==> src/rtl/adder_8bits_accum_pkg.sv <==
`default_nettype none
// +----------------------------------------------------------------------+
// | accum_pkg : shared types and widths for the adder result accumulator |
// | Revision  : 1.0                                                      |
// +----------------------------------------------------------------------+
package accum_pkg;

  localparam int ADDER_W = 8;
  localparam int BEAT_W  = ADDER_W + 1;

  typedef enum logic [0:0] {
    ST_ACCUM = 1'b0,
    ST_DONE  = 1'b1
  } state_t;

endpackage
`default_nettype wire

==> src/rtl/adder_8bits_accum_if.sv <==
`default_nettype none
// +----------------------------------------------------------------------+
// | adder_8bits_accum_if : beat input, result output and status bundle   |
// | Revision             : 1.0                                           |
// +----------------------------------------------------------------------+
interface adder_8bits_accum_if #(
  parameter int ACC_W = 16,
  parameter int CNT_W = 8
) ();
  import accum_pkg::*;

  logic               Acc_clear;
  logic               Acc_in_valid;
  logic               Acc_in_ready;
  logic [ADDER_W-1:0] Acc_in_sum;
  logic               Acc_in_cout;
  logic               Acc_out_valid;
  logic               Acc_out_ready;
  logic [ACC_W-1:0]   Acc_out_data;
  logic               Acc_out_ovf;
  logic [CNT_W-1:0]   Acc_count;

  // master drives beats and consumes results; slave is the accumulator
  modport master (
    output Acc_clear, Acc_in_valid, Acc_in_sum, Acc_in_cout, Acc_out_ready,
    input  Acc_in_ready, Acc_out_valid, Acc_out_data, Acc_out_ovf, Acc_count
  );

  modport slave (
    input  Acc_clear, Acc_in_valid, Acc_in_sum, Acc_in_cout, Acc_out_ready,
    output Acc_in_ready, Acc_out_valid, Acc_out_data, Acc_out_ovf, Acc_count
  );

endinterface
`default_nettype wire

==> src/rtl/adder_8bits_accum_add_sat.sv <==
`default_nettype none
// +----------------------------------------------------------------------+
// | acc_add_sat : ACC_W unsigned adder with carry-out; clamps to all-ones|
// |               on carry when ACC_SATURATE_EN is defined.  Rev 1.0     |
// +----------------------------------------------------------------------+
module acc_add_sat #(
  parameter int ACC_W = 16
) (
  input  wire logic [ACC_W-1:0] i_a,
  input  wire logic [ACC_W-1:0] i_b,
  output logic      [ACC_W-1:0] o_sum,
  output logic                  o_carry
);

  logic [ACC_W:0] w_full;

  assign w_full  = {1'b0, i_a} + {1'b0, i_b};
  assign o_carry = w_full[ACC_W];

`ifdef ACC_SATURATE_EN
  // once clamped, any further non-zero beat carries again and stays clamped
  assign o_sum = w_full[ACC_W] ? {ACC_W{1'b1}} : w_full[ACC_W-1:0];
`else
  assign o_sum = w_full[ACC_W-1:0];
`endif

endmodule
`default_nettype wire

==> src/rtl/adder_8bits_accum.sv <==
`default_nettype none
// +----------------------------------------------------------------------+
// | adder_8bits_accum : sums BEATS {cout,sum} adder results, presents the|
// | total on valid/ready. Option: ACC_SATURATE_EN.  Revision 1.0         |
// +----------------------------------------------------------------------+
module adder_8bits_accum
  import accum_pkg::*;
#(
  parameter int ACC_W = 16,
  parameter int BEATS = 4,
  parameter int CNT_W = 8
) (
  input  wire logic           clk,
  input  wire logic           rst,
  adder_8bits_accum_if.slave  bus
);

  state_t           r_state;
  logic [ACC_W-1:0] r_acc;
  logic [CNT_W-1:0] r_count;
  logic             r_in_ready;
  logic             r_out_valid;
  logic [ACC_W-1:0] r_out_data;
  logic             r_ovf;

  logic [ACC_W-1:0] w_beat;
  logic [ACC_W-1:0] w_sum;
  logic             w_carry;
  logic             w_accept;
  logic [CNT_W-1:0] w_count_nxt;

  assign w_beat      = {{(ACC_W-BEAT_W){1'b0}}, bus.Acc_in_cout, bus.Acc_in_sum};
  assign w_accept    = bus.Acc_in_valid & r_in_ready;
  assign w_count_nxt = r_count + 1'b1;

  acc_add_sat #(
    .ACC_W (ACC_W)
  ) u_add (
    .i_a     (r_acc),
    .i_b     (w_beat),
    .o_sum   (w_sum),
    .o_carry (w_carry)
  );

  always_ff @(posedge clk or posedge rst) begin
    if (rst) begin
      r_state     <= ST_ACCUM;
      r_acc       <= '0;
      r_count     <= '0;
      r_in_ready  <= 1'b1;
      r_out_valid <= 1'b0;
      r_out_data  <= '0;
      r_ovf       <= 1'b0;
    end else if (bus.Acc_clear) begin
      // out_data deliberately keeps the last delivered total
      r_state     <= ST_ACCUM;
      r_acc       <= '0;
      r_count     <= '0;
      r_in_ready  <= 1'b1;
      r_out_valid <= 1'b0;
      r_ovf       <= 1'b0;
    end else begin
      case (r_state)
        ST_ACCUM: begin
          if (w_accept) begin
            r_acc   <= w_sum;
            r_count <= w_count_nxt;
            if (w_carry) begin
              r_ovf <= 1'b1;
            end
            if (w_count_nxt == CNT_W'(BEATS)) begin
              r_state     <= ST_DONE;
              r_out_data  <= w_sum;
              r_out_valid <= 1'b1;
              r_in_ready  <= 1'b0;
            end
          end
        end
        ST_DONE: begin
          if (bus.Acc_out_ready) begin
            r_state     <= ST_ACCUM;
            r_acc       <= '0;
            r_count     <= '0;
            r_ovf       <= 1'b0;
            r_out_valid <= 1'b0;
            r_in_ready  <= 1'b1;
          end
        end
        default: begin
          r_state <= ST_ACCUM;
        end
      endcase
    end
  end

  assign bus.Acc_in_ready  = r_in_ready;
  assign bus.Acc_out_valid = r_out_valid;
  assign bus.Acc_out_data  = r_out_data;
  assign bus.Acc_out_ovf   = r_ovf;
  assign bus.Acc_count     = r_count;

endmodule
`default_nettype wire
==> src/flat_wrapper.sv <==
// flat-port wrapper written by rule: the top's interface ports become plain ports
module adder_8bits_accum_flat import accum_pkg::*;
#(
  parameter int ACC_W = 16,
  parameter int BEATS = 4,
  parameter int CNT_W = 8
)
  (clk, rst, bus_Acc_clear, bus_Acc_in_valid, bus_Acc_in_sum, bus_Acc_in_cout, bus_Acc_out_ready, bus_Acc_in_ready, bus_Acc_out_valid, bus_Acc_out_data, bus_Acc_out_ovf, bus_Acc_count);
  adder_8bits_accum_if #(.ACC_W(ACC_W), .CNT_W(CNT_W)) bus_i ();
  input  wire logic clk;
  input  wire logic rst;
  input wire logic [$bits(bus_i.Acc_clear)-1:0] bus_Acc_clear;
  input wire logic [$bits(bus_i.Acc_in_valid)-1:0] bus_Acc_in_valid;
  input wire logic [$bits(bus_i.Acc_in_sum)-1:0] bus_Acc_in_sum;
  input wire logic [$bits(bus_i.Acc_in_cout)-1:0] bus_Acc_in_cout;
  input wire logic [$bits(bus_i.Acc_out_ready)-1:0] bus_Acc_out_ready;
  output wire logic [$bits(bus_i.Acc_in_ready)-1:0] bus_Acc_in_ready;
  output wire logic [$bits(bus_i.Acc_out_valid)-1:0] bus_Acc_out_valid;
  output wire logic [$bits(bus_i.Acc_out_data)-1:0] bus_Acc_out_data;
  output wire logic [$bits(bus_i.Acc_out_ovf)-1:0] bus_Acc_out_ovf;
  output wire logic [$bits(bus_i.Acc_count)-1:0] bus_Acc_count;
  assign bus_i.Acc_clear = bus_Acc_clear;
  assign bus_i.Acc_in_valid = bus_Acc_in_valid;
  assign bus_i.Acc_in_sum = bus_Acc_in_sum;
  assign bus_i.Acc_in_cout = bus_Acc_in_cout;
  assign bus_i.Acc_out_ready = bus_Acc_out_ready;
  assign bus_Acc_in_ready = bus_i.Acc_in_ready;
  assign bus_Acc_out_valid = bus_i.Acc_out_valid;
  assign bus_Acc_out_data = bus_i.Acc_out_data;
  assign bus_Acc_out_ovf = bus_i.Acc_out_ovf;
  assign bus_Acc_count = bus_i.Acc_count;
  adder_8bits_accum #(.ACC_W(ACC_W), .BEATS(BEATS), .CNT_W(CNT_W)) u_core (.clk(clk), .rst(rst), .bus(bus_i));
endmodule
==> config.mk <==
export PLATFORM = sky130hd
export DESIGN_NAME = adder_8bits_accum_flat
export DESIGN_NICKNAME = d
export VERILOG_FILES = /design/src/rtl/adder_8bits_accum_pkg.sv /design/src/rtl/adder_8bits_accum_if.sv /design/src/rtl/adder_8bits_accum_add_sat.sv /design/src/rtl/adder_8bits_accum.sv /design/src/flat_wrapper.sv
export SDC_FILE = /design/constraint.sdc
export NUM_CORES = 1
export LEC_CHECK = 0
export ABC_CLOCK_PERIOD_IN_PS = 3440
export CORE_ASPECT_RATIO = 0.75
export CORE_MARGIN = 2
export CORE_UTILIZATION = 52
export DETAILED_ROUTE_END_ITERATION = 8
export PLACE_DENSITY = 0.79
export SYNTH_ARGS = -nofsm -noshare
export SYNTH_HDL_FRONTEND = slang
export SYNTH_SLANG_ARGS = --single-unit
==> constraint.sdc <==
create_clock -name clk -period 3.44 [get_ports clk]
set_input_delay 0.344 -clock clk [delete_from_list [all_inputs] [get_ports clk]]
set_output_delay 0.344 -clock clk [all_outputs]
set_load 0.01 [all_outputs]
==> summary.txt <==
Routing
  – Drt wl/cell: 14.6 um
  – Antenna viol nets, final: 0
  – Initial DRT Pass Iterations: 5
  – WL final: about 4.7 mm
  – Via-to-Cell Ratio: 5.72
  – Initial DRC count: 108
  – DRC Markers: 0
  – Detailed-route via count: 1818

Critical path
  – CP Max Fanout: 10
  – Crit. End Element: register
  – Arrival @ worst endpoint: approximately 3 ns
  – Slowest-stage cell, CP: dfrtp_1
  – Req. time, crit path: roughly 3.6 ns
  – Cell mode on critical path: and3_4
  – Worst setup SP type: register
  – Critical path class: register to register
  – Critical R2R Launch: u_core.bus.Acc_count[0]
  – CP cell instances: ha_1 > and3_4 > and3_4 > or3_1 > a211o_1 > nor3_4 > buf_4 > mux2_2
  – Internal reg-to-reg setup slack: 0.53 ns
  – Max stage delay on crit path: 0.44 ns
  – Worst r2r dst: u_core.bus.Acc_out_data[2]
  – Reg2reg path depth: 8

STA
  – Max Fclk: ~0.34 GHz
  – Worst slew pin tran: 0.682 ns
  – Final Max Tran Viols: 0
  – Setup TNS: 0 ns
  – Endpoints failing hold: 0
  – Final setup vio count: 0
  – Fin crit share: 0.847
  – RSZ-0062 raised after global routing: no
  – Final min period: 2.91 ns
  – Slew HR: 0.544
  – Max Clock Skew: 0.0121 ns

Synthesis
  – Syn Area/Cell: ~11 sq um
  – Synthesized instance count: 216
  – Synth top cells by count: 43 x dfrtp_1, 20 x o21ai_0, 17 x mux2_2, 16 x nand2_1, 12 x xnor2_1
  – Yosys cell types: 37
  – Cell area after synthesis: 0.00233 sq mm
  – Share of the synthesized area in the top cell type: 0.461
  – Main flop type after synthesis: dfrtp_1
  – Sequential share of the synthesized area: 0.473
  – Largest cells by area after synthesis: dfrtp_1 46%, mux2_2 8.2%, ha_1 5.9%, xnor2_1 4.5%, o21ai_0 4.3%
  – Synth Net Count: between 200 and 250
  – Synth warnings: 0
  – FFs w/ async S/R, synth: 1.00
  – Most common cell in the netlist: dfrtp_1
  – Cell taking the most area after synthesis: dfrtp_1
  – Number of synthesized flops with an enable pin: 0
  – Synth Register Bits: 44

Clock tree
  – CTS tree: yes
  – Clk buf depth: 2
  – Post-cts sizing count: 0
  – H-tree Lvls: 2
  – Worst-Skew Late Latency: 0.30 ns
  – Hold buffers post-CTS: 0
  – Worst-path clk slew: 0.09 ns
  – CTS root buffer: clkbuf_8
  – Inserted Clock Buffers: 5
  – Post-CTS setup buffer count: 0
  – CTS sink cnt: 44

Power
  – Part of the power in registers: 0.513
  – P_leak: about 1.3 nW
  – Internal: 0.774 mW
  – Cell Pwr Density: ~370 mW/mm^2
  – Clock Power Share: 0.289
  – Switching share of total power: 0.284
  – Net Sw Power: a little over 0.3 mW
  – Comb power frac: 0.197
  – Worst ir drop on vdd: 0.217 mV

Floorplan
  – Die height: 62 um
  – Initial core utilization: 0.532
  – I/O Pins: 41
  – Die Area: about 0.005 sq mm
  – Row count: 21
  – Overall die width: around 81 um
  – Core area: roughly 0.0044 sq mm

Worst hold path
  – Hold/Removal Path Class: input port to asynchronous set/reset pin

Finish
  – Antenna diode count: 0
  – Storage cell area: 0.00110 sq mm
  – Final instance area: 0.00289 sq mm
  – Fillers: between 300 and 400
  – Share of cells above drive strength 1: 0.126
  – Final Core Density: 0.658
  – Final net count: 286
  – Area growth from synthesis to final layout: 23.8%
  – Area of the multi-input gates: 0.00119 sq mm

GRT
  – GRT Total Usage: 0.213
  – First-pass GRT wire length: 7.95 mm
  – Vias in the first global route: 1682
  – GR Overflow Total: 0
  – Pin count of the biggest net entering global routing: 45
  – Initial antenna violation count: 0

Run status
  – Status: complete, no violations

Placement
  – DP Wirelength: 3.29 mm
  – Count of input and output buffers: 40
  – Dpl cell area: 0.00281 sq mm
  – RePlAce Congestion: 0.813

Job
  – Total of max-cap violations: 0
==> power groups by stage <==
stage / Combinational (mW) / Clock [mW] / Sequential [mW]
final: 0.213 / 0.313 / 0.555
after global routing: 0.240 / 0.347 / 0.558
after CTS: 0.213 / 0.323 / 0.555
after detailed placement: 0.213 / 0 / 0.564
after global placement: 0.211 / 0 / 0.564
after floorplan: 0.150 / 0 / 0.562
==> through the flow <==
stage / worst slack [ns] / hold slack [ns] / total power [mW] / std cells
6_report: 0.526 / 0.486 / 1.08 / 318
5_1_grt: 0.371 / 0.515 / 1.14 / 318
4_1_cts: 0.512 / 0.506 / 1.09 / 318
3_5_place_dp: 0.339 / 0.494 / 0.777 / 310
3_3_place_gp: 0.463 / 0.487 / 0.775 / 310
2_1_floorplan: 0.867 / 0.477 / 0.712 / 216
==> flip-flops by register name, summed over array words and instances, names as in the netlist <==
register                  count
u_core.r_acc                 16
u_core.r_state                1
u_core.bus.Acc_out_data      16
u_core.bus.Acc_out_valid      1
u_core.bus.Acc_in_ready       1
u_core.bus.Acc_out_ovf        1
u_core.bus.Acc_count          8
==> kinds of logic (layout without fill, tap and decap cells) <==
logic type,Yosys count,in the layout,share of synthesized area
buffers and inverters,9,54,0.0177
multiplexers,18,18,0.0864
AO/OA/AOI/OAI,61,61,0.169
AND/OR/NAND/NOR,54,54,0.119
XOR/XNOR,18,18,0.0676
adder cells (fa/ha/maj),12,12,0.0676
flip-flops,44,44,0.473
==> layout by cell type, fill, tap and decap left out, types with 3 or more instances in the layout <==
| cell type | count |
|---|---|
| dfrtp_1 | 43 |
| clkdlybuf4s50_1 | 40 |
| o21ai_0 | 20 |
| mux2_2 | 17 |
| nand2_1 | 16 |
| xnor2_1 | 12 |
| a21oi_1 | 11 |
| nor2_1 | 11 |
| a22o_1 | 11 |
| ha_1 | 11 |
| nand3_1 | 8 |
| xor2_1 | 6 |
| o31ai_1 | 6 |
| clkbuf_8 | 5 |
| buf_4 | 4 |
| nor3_1 | 3 |
| a21o_1 | 3 |
| a31oi_1 | 3 |
| and3_1 | 3 |
==> worst max-delay path by stage <==
stage	to	startpoint	slack (ns)
global placement	u_core.bus.Acc_out_data[14]	bus_Acc_in_sum[0]	0.46
finish	u_core.bus.Acc_out_data[2]	u_core.bus.Acc_count[0]	0.53
CTS	u_core.bus.Acc_out_data[2]	u_core.bus.Acc_count[0]	0.51
floorplan	u_core.bus.Acc_out_data[10]	u_core.bus.Acc_count[0]	0.87
global route	u_core.bus.Acc_out_data[0]	u_core.bus.Acc_count[0]	0.37
detailed placement	u_core.bus.Acc_out_data[14]	bus_Acc_in_sum[0]	0.34
==> worst max-delay path, delay by kind of cell (launching register included) <==
kind	cells	cell delay [ns]
AND/OR/NAND/NOR	4	1.11
flip-flops	1	0.44
multiplexers	1	0.35
AO/OA/AOI/OAI	1	0.34
adder cells (fa/ha/maj)	1	0.28
buffers and inverters	1	0.28
==> metal layers <==
layer,track usage,up-vias,part of all wire
met1,0.307,892,0.51
li1,-,879,-
met2,0.314,42,0.44
met3,0.0477,5,0.041
met4,0.0872,0,0.0079
met5,0,-,0
==> layout make-up <==
type / instances / area share
flip-flops and latches: 44 / 0.382
clock buffers: 7 / 0.0264
clock inverters: 1 / 0.00173
multi-input cells: 163 / 0.414
repair buffers: 44 / 0.149
inverters: 2 / 0.00260
well taps: 57 / 0.0247
(Power assumes the default switching activity.)
